===== config.mk =====
export PLATFORM = sky130hd
export DESIGN_NAME = input_skew_feeder
export DESIGN_NICKNAME = d
export VERILOG_FILES = /design/src/rtl/neurex_pkg.sv /design/src/rtl/input_skew_feeder_skew_lane.sv /design/src/rtl/input_skew_feeder.sv
export SDC_FILE = /design/constraint.sdc
export NUM_CORES = 2
export LEC_CHECK = 0
export BUFFER_PORTS_ARGS = -buffer_cell sky130_fd_sc_hd__buf_2
export CAP_MARGIN = 20
export CORE_MARGIN = 4
export CORE_UTILIZATION = 25
export CTS_CLUSTER_DIAMETER = 120
export DETAILED_ROUTE_END_ITERATION = 12
export GPL_TIMING_DRIVEN = 0
export HOLD_SLACK_MARGIN = 0.05
export PLACE_DENSITY = 0.49
export SLEW_MARGIN = 25
export SYNTH_ARGS = -nofsm -noshare
export SYNTH_HDL_FRONTEND = slang
export SYNTH_SLANG_ARGS = --single-unit
export TNS_END_PERCENT = 100

===== constraint.sdc =====
create_clock -name clk -period 53.6 [get_ports clk]
set_input_delay 5.36 -clock clk [delete_from_list [all_inputs] [get_ports clk]]
set_output_delay 5.36 -clock clk [all_outputs]
set_load 0.005 [all_outputs]

===== src/rtl/neurex_pkg.sv =====
// Shared types for the input operand path: lane element, lane slot and feeder FSM states.
package neurex_pkg;

  localparam int LANE_DATA_WIDTH = 16;

  typedef logic [LANE_DATA_WIDTH-1:0] data_t;

  typedef struct packed {
    logic  valid;
    data_t data;
  } lane_t;

  typedef enum logic [1:0] {
    IDLE,
    STREAM,
    DRAIN,
    DONE
  } feeder_state_t;

endpackage


===== src/rtl/input_skew_feeder_skew_lane.sv =====
// DEPTH-stage {valid, data} delay line with a common hold; DEPTH=0 is a plain wire.
module skew_lane #(
  parameter int DEPTH      = 1,
  parameter int DATA_WIDTH = 16
) (
  input  logic                  clk,
  input  logic                  rst,
  input  logic                  hold,
  input  logic                  in_valid,
  input  logic [DATA_WIDTH-1:0] in_data,
  output logic                  out_valid,
  output logic [DATA_WIDTH-1:0] out_data
);

  if (DEPTH == 0) begin : g_wire
    logic unused_ctrl;
    assign unused_ctrl = &{1'b0, clk, rst, hold};
    assign out_valid   = in_valid;
    assign out_data    = in_data;
  end else begin : g_chain
    logic [DATA_WIDTH:0] stage [DEPTH];

    always_ff @(posedge clk) begin
      if (rst) begin
        for (int i = 0; i < DEPTH; i++) stage[i] <= '0;
      end else if (!hold) begin
        stage[0] <= {in_valid, in_data};
        for (int i = 1; i < DEPTH; i++) stage[i] <= stage[i-1];
      end
    end

    assign {out_valid, out_data} = stage[DEPTH-1];
  end

endmodule


===== src/rtl/input_skew_feeder.sv =====
// Skews input-memory row vectors into a diagonal wavefront for the systolic array
// and signals the end of each tile once the last element leaves the last lane.
//
// state  | meaning
// IDLE   | waiting for the first vector of a tile
// STREAM | accepting vectors; non-accept cycles inject bubbles
// DRAIN  | last vector taken, flushing the skew stages (cnt tracks progress)
// DONE   | last element on lane SYS_ROW-1, done asserted
module input_skew_feeder
  import neurex_pkg::*;
#(
  parameter int SYS_ROW    = 16,
  parameter int DATA_WIDTH = 16,
  parameter int CNT_WIDTH  = $clog2(SYS_ROW) + 1
) (
  input  logic                  clk,
  input  logic                  rst,
  input  logic                  in_valid,
  input  logic                  in_last,
  input  logic [DATA_WIDTH-1:0] in_data [SYS_ROW],
  output logic                  in_ready,
  input  logic                  stall,
  output logic [SYS_ROW-1:0]    out_valid,
  output logic [DATA_WIDTH-1:0] out_data [SYS_ROW],
  output logic                  busy,
  output logic                  done
);

  localparam int MAX_CNT  = SYS_ROW - 1;
  localparam int LAST_CNT = (SYS_ROW > 1) ? SYS_ROW - 2 : 0;

  feeder_state_t         state, state_nxt;
  logic [CNT_WIDTH-1:0]  cnt, cnt_nxt;
  logic                  accept;
  logic [SYS_ROW-1:0]    lane_valid;
  logic [DATA_WIDTH-1:0] lane_data [SYS_ROW];

  assign in_ready = !stall && (state == IDLE || state == STREAM);
  assign accept   = in_valid && in_ready;
  assign busy     = (state != IDLE);
  assign done     = (state == DONE);

  // Non-accept cycles push a zero bubble so gaps skew along with the data.
  for (genvar r = 0; r < SYS_ROW; r++) begin : g_lane
    logic [DATA_WIDTH-1:0] lane_in;
    assign lane_in = accept ? in_data[r] : '0;

    skew_lane #(
      .DEPTH      (r),
      .DATA_WIDTH (DATA_WIDTH)
    ) u_lane (
      .clk       (clk),
      .rst       (rst),
      .hold      (stall),
      .in_valid  (accept),
      .in_data   (lane_in),
      .out_valid (lane_valid[r]),
      .out_data  (lane_data[r])
    );
  end

  always_ff @(posedge clk) begin
    if (rst) begin
      out_valid <= '0;
      for (int r = 0; r < SYS_ROW; r++) out_data[r] <= '0;
    end else if (!stall) begin
      out_valid <= lane_valid;
      for (int r = 0; r < SYS_ROW; r++) out_data[r] <= lane_data[r];
    end
  end

  always_ff @(posedge clk) begin
    if (rst) begin
      state <= IDLE;
      cnt   <= '0;
    end else if (!stall) begin
      state <= state_nxt;
      cnt   <= cnt_nxt;
    end
  end

  // DRAIN leaves one cycle before cnt would hit MAX_CNT so DONE lines up with lane SYS_ROW-1.
  always_comb begin
    state_nxt = state;
    cnt_nxt   = cnt;
    case (state)
      IDLE, STREAM: begin
        if (accept) begin
          if (!in_last) begin
            state_nxt = STREAM;
          end else if (SYS_ROW == 1) begin
            state_nxt = DONE;
          end else begin
            state_nxt = DRAIN;
            cnt_nxt   = '0;
          end
        end
      end
      DRAIN: begin
        if (cnt != CNT_WIDTH'(MAX_CNT)) cnt_nxt = cnt + CNT_WIDTH'(1);
        if (cnt == CNT_WIDTH'(LAST_CNT)) state_nxt = DONE;
      end
      DONE: begin
        state_nxt = IDLE;
      end
      default: begin
        state_nxt = IDLE;
      end
    endcase
  end

endmodule

; Word-level counts from Yosys, hierarchy flattened
; Memory sizes are Yosys's and may differ from the RTL's. A register that Yosys moved wholly into a read port is not among the register bits.
; Index checks and enable logic that the tools add are counted.
[totals]
elab_cells = 325
ff_bits = 39
out_inout_bits = 275
ram_bits = 2040
n_memories = 15
inputBits = 261
[mem_list]
columns = name, depth, word_bits, read_ports, rd_clocked_by_memory_dff, wr, line_no
row1 = g_lane[15].u_lane.g_chain.stage, 15, 17, 15, 1, 15, input_skew_feeder_skew_lane.sv:21  ; logic [DATA_WIDTH:0] stage [DEPTH];
row2 = g_lane[14].u_lane.g_chain.stage, 14, 17, 14, 1, 14, input_skew_feeder_skew_lane.sv:21
row3 = g_lane[13].u_lane.g_chain.stage, 13, 17, 13, 1, 13, input_skew_feeder_skew_lane.sv:21
row4 = g_lane[12].u_lane.g_chain.stage, 12, 17, 12, 1, 12, input_skew_feeder_skew_lane.sv:21
row5 = g_lane[11].u_lane.g_chain.stage, 11, 17, 11, 1, 11, input_skew_feeder_skew_lane.sv:21
row6 = g_lane[10].u_lane.g_chain.stage, 10, 17, 10, 1, 10, input_skew_feeder_skew_lane.sv:21
row7 = 9 more memories, --, --, --, --, --, --
[classes]
reduce_logical = 26
addsub = 1
n_eq_ne = 9
n_bitwise = 120
mux = 150
[op_table]
columns = op, count
row1 = $mux 17, 120
row2 = $mux 16, 16
row3 = $or 1x1->1, 119
row4 = $reduce_or 17->1, 1
row5 = $logic_not 1->1, 16
row6 = $mux 5, 3
row7 = $pmux 5 s2, 1
row8 = $ne 2x2->1 const B, 4
row9 = $mux 1, 6
row10 = $mux 2, 3
row11 = $pmux 2 s3, 1
row12 = $add 5x1->5 const B, 1
row13 = $eq 5x4->1 const B, 1
row14 = $ne 5x4->1 const B, 1
row15 = $reduce_and 5->1, 1
row16 = $eq 2x2->1 const B, 2
row17 = $reduce_bool 2->1, 2
row18 = $reduce_and 3->1, 1
row19 = $eq 2x1->1 const B, 1
row20 = $logic_and 1x1->1, 2
row21 = $logic_not 2->1, 1
row22 = $reduce_or 2->1, 1
row23 = $logic_or 1x1->1, 1
row24 = $not 1->1, 1

; Logic depth before layout (Yosys ltp)
[logic_depth]
word_depth = 6
depth_mapped = 6
depth_no_buf = 6

; Cells and area by module
; From an unflattened synthesis, not the netlist that was laid out.
[unflattened]
cells_unflattened = 5933
area_unflattened_um2 = 98097.8
[modules_own_cells]
columns = mod, cells_each, area_per_inst_um2, seq_area_each_um2, instances
row1 = input_skew_feeder, 1240, 11731.3, 5585.4, 1
row2 = skew_lane at g_lane[15].u_lane, 574, 10357.4, 7657.3, 1
row3 = skew_lane at g_lane[14].u_lane, 538, 9724.3, 7146.9, 1
row4 = skew_lane at g_lane[13].u_lane, 502, 9132.5, 6636.4, 1
row5 = skew_lane at g_lane[12].u_lane, 467, 8886.0, 6125.9, 1
row6 = skew_lane at g_lane[11].u_lane, 431, 8084.0, 5615.4, 1
row7 = skew_lane at g_lane[10].u_lane, 395, 7279.5, 5104.9, 1
row8 = skew_lane at g_lane[9].u_lane, 341, 6313.6, 4594.4, 1
row9 = skew_lane at g_lane[8].u_lane, 315, 5920.7, 4083.9, 1
row10 = skew_lane at g_lane[7].u_lane, 263, 4962.3, 3573.4, 1
row11 = skew_lane at g_lane[6].u_lane, 243, 4476.8, 3062.9, 1
row12 = skew_lane at g_lane[5].u_lane, 191, 3565.9, 2552.4, 1
row13 = skew_lane at g_lane[4].u_lane, 153, 2720.1, 2042.0, 1
row14 = skew_lane at g_lane[3].u_lane, 131, 2427.3, 1531.5, 1
row15 = 3 more rows, --, --, --, --

; Least setup slack after synthesis
; No wires, ideal clock.
[synth_path]
path_type = in2reg
from = in stall
to = mem g_lane[10].u_lane.g_chain.stage[0][0] in the netlist's numbering (enable)
required_ns = 51.336
cell_stages = 5
arrival_ns = 43.317
setup_ns = 2.264
setup_slack_ns = 8.020
n_path_buf = 3
cell_sequence = buf_2 -> nor2b_1 -> buf_2 -> buf_2 -> inv_1
[synth_lines]
columns = item, line_no
row1 = "start, declared", input_skew_feeder.sv:22  ; input logic stall,
row2 = "end, declared", input_skew_feeder_skew_lane.sv:21

; Worst setup path after layout
[layout_path]
from = in stall
to = out in_ready
[layout_between]
elab_chain_len = 2
[layout_rtl]
columns = item, line_no
row1 = $logic_not 1->1, --
row2 = $logic_and 1x1->1, input_skew_feeder.sv:38  ; assign in_ready = !stall && (state == IDLE || state == STREAM);
row3 = "end, declared", input_skew_feeder.sv:21  ; output logic in_ready,
; No other way between the ends.

==> results.json <==
{
  "yosysTopAreaCellShare": 0.717,
  "overflow": 0,
  "clk_latency_ns": 0.89,
  "viasPerCell": 3.70,
  "holdPathEnd": "out_data[227]",
  "io_buffers": 535,
  "ant_nets": 0,
  "nets": 6072,
  "std_cell_rows": 208,
  "report.power.total_mw": 3.79,
  "initial_utilization": 0.252,
  "critPathArrivalTime_ns": 6.83,
  "layout-drive-gt1-share": 0.181,
  "slowest_delay_ns": 0.42,
  "fin_tns_setup_ns": 0,
  "r2r_slack_ns": 51.10,
  "startpoint": "stall",
  "swShare": 0.215,
  "yosysUniqueCellTypes": 31,
  "place_congestion": 0.762,
  "final_max_slew_viol_count": 0,
  "rsz0062_at_grt": "false",
  "synthCells": 5000,
  "p_sw_uw": 813,
  "drc": 0,
  "syn_area_sq_um": 81100,
  "power_frac_seq": 0.531,
  "drt_iter0_drc": 1917,
  "boundaryPins": 536,
  "mappedNetlistNets": 5264,
  "p_leak_nw": 38.8,
  "finalHoldViolCount": 0,
  "cellPowerDensity_nw_per_um2": 38.8,
  "critPathMostFrequentCell": "buf_2",
  "internal_power_mw": 2.98,
  "ys_ff_latch": 2216,
  "htree_levels": 4,
  "fin_hold_ws_ns": 0.446,
  "grt_max_degree": 112,
  "ys.flop_type": "edfxtp_1",
  "syn_to_final_growth_pct": 20.4,
  "cts_setup_buffers": 0,
  "hold_buffers": 0,
  "setup_violations": 0,
  "start_kind": "input pin",
  "period_needed_ns": 12.19,
  "min_path_type": "reg -> reg",
  "r2r_cells": 5,
  "fin_skew_ns": 0.0600,
  "worstReg2RegStart": "state[1]",
  "dr.pass1.iters": 5,
  "avgSynthCellArea_sq_um": 16.2,
  "dpl.hpwl_um": 142000,
  "pwr-share-clk": 0.426,
  "synth-async-reset-ratio": 0,
  "antenna_found_initial": 50,
  "synth.area.top_cells": "edfxtp_1 72%, and2_1 13%, dfxtp_1 6.9%",
  "track_usage": 0.114,
  "ys_seq_area_frac": 0.786,
  "path_cells": "buf_2 -> buf_2 -> buf_4 -> buf_4 -> nor2_1 -> buf_2",
  "clock_path_buffers": 4,
  "cts_tree": "built",
  "peakVddDrop_v": 0.0000287,
  "grt_pass1_vias": 38800,
  "timing.rr.end": "g_lane[1].u_lane.g_chain.stage[0][3]",
  "cts.reportedPaths.clkPinSlew_ns": 0.06,
  "crit_slowest_cell": "nor2_1",
  "cts-buffers-inserted": 245,
  "holdPathStages": 2,
  "worst_ep_required_time_ns": 48.24,
  "synth.largest_area_cell": "edfxtp_1",
  "min_from": "g_lane[1].u_lane.g_chain.stage[0][3]",
  "die_w_um": 578,
  "max-slew-margin-rel": 0.326,
  "root_buffer": "clkbuf_16",
  "vias": 38200,
  "maxCapViolCount": 0,
  "cts_resized": 0,
  "comb_power_share": 0.043,
  "max_freq_mhz": 82.0,
  "cp_max_fo": 10,
  "wl_um": 194000,
  "fin_crit_sh": 0.227,
  "ys_warn_count": 0,
  "end_kind": "output port",
  "die_height_um": 578,
  "synth_edf_count": 1937,
  "grt_pass1_wl_um": 274000,
  "wl_per_cell_um": 18.8,
  "crit_type": "in -> out",
  "core_region_area_sq_um": 322000,
  "die-area_sq_um": 334000,
  "outcome": "completed",
  "worstMarginPinSlew_ns": 1.01,
  "cts.sinks": 2216
}
metal layers:
metal	track usage	vias up	share of wire
met5	0	-	0.00012
li1	-	19000	-
met1	0.146	18100	0.43
met4	0.0408	4	0.038
met3	0.0225	328	0.058
met2	0.191	840	0.47
cell usage in the layout (no fill, tap or decap), types with 2 or more instances in the layout:
master and instances:
nor2b_1 297, clkbuf_1 160, and2_1 1642, clkbuf_16 245
inv_1 5, nand2_1 3, diode_2 15, clkinv_2 41
nand3_1 4, clkinv_16 3, ha_1 3, inv_16 5
edfxtp_1 1937, buf_4 27, nand4_1 2, buf_16 22
clkinvlp_4 3, clkbuf_8 14, inv_8 5, dfxtp_1 279
nor4b_4 2, clkinv_1 45, buf_12 2, a22o_1 16
bufinv_16 15, a211oi_1 2, a311oi_1 2, buf_2 574
clkbuf_2 121, clkinv_4 7, mux2i_1 255, nor2_1 257
a21oi_1 5
final cells by class:
type                            count  area, sq um
Inverter                            6         30.0
Buffer                            277         1340
Clock inverter                    125         1170
Multi-Input combinational cell   2501        16100
Tap cell                         4305         5390
Antenna cell                       15         37.5
Fill cell                       32200       224000
Timing Repair Buffer              561         3340
Sequential cell                  2216        63800
Clock buffer                      329         6590
cells in the mapped netlist, drive strengths merged (4+ instances only):
library cell and count:
edfxtp 1937, and2 1642, nor2b 297, dfxtp 279
nor2 258, mux2i 255, clkbuf 212, buf 65
a22o 16, inv 6, a21oi 5, nand3 4
cell families (layout without fill, tap and decap cells):
| group | Yosys count | after routing | share of synthesized area |
|---|---|---|---|
| AOI/OAI and AO/OA | 29 | 29 | 0.00279 |
| and+or+nand+nor | 2214 | 2214 | 0.163 |
| other | 0 | 15 | 0 |
| buffers and inverters | 283 | 1298 | 0.0165 |
| muxes | 255 | 255 | 0.0315 |
| adders and majority gates | 3 | 3 | 0.000463 |
| DFF | 2216 | 2216 | 0.786 |
metrics by stage:
stage,cell area [sq um],utilization,std cells,setup WS [ns]
global placement,89200,0.277,9840,-7.02
finish,97700,0.303,10300,41.41
floorplan,81100,-,5000,8.02
detailed placement,89900,0.279,9866,41.33
CTS,97700,0.303,10300,41.33
global route,97700,0.303,10300,41.40
worst max-delay path, delay by kind of cell:
kind | cells | cell delay (ns)
buffers and inverters | 5 | 1.04
and+or+nand+nor | 1 | 0.42
how the worst max path moves through the flow:
stage | slack, ns | depth (start not counted) | to
after floorplan | 8.02 | 5 | g_lane[10].u_lane.g_chain.stage[0][0]
final | 41.41 | 6 | in_ready
after global routing | 41.40 | 6 | in_ready
after global placement | -7.02 | 6 | g_lane[6].u_lane.g_chain.stage[0][6]
after detailed placement | 41.33 | 6 | in_ready
after CTS | 41.33 | 6 | in_ready
registers in the layout (all words and copies together) (netlist names):
signal	cells
out_valid	16
g_lane.u_lane.g_chain.stage	1937
state	2
out_data	256
cnt	5
power by group through the flow:
stage	Sequential [mW]	Clock (mW)	Combinational, mW
finish	2.01	1.61	0.164
global route	2.02	1.75	0.183
global placement	2.21	0	0.163
detailed placement	2.05	0	0.173
floorplan	2.16	0	0.0867
CTS	2.01	1.67	0.173
Note: power is estimated with default switching activity, not from simulation.
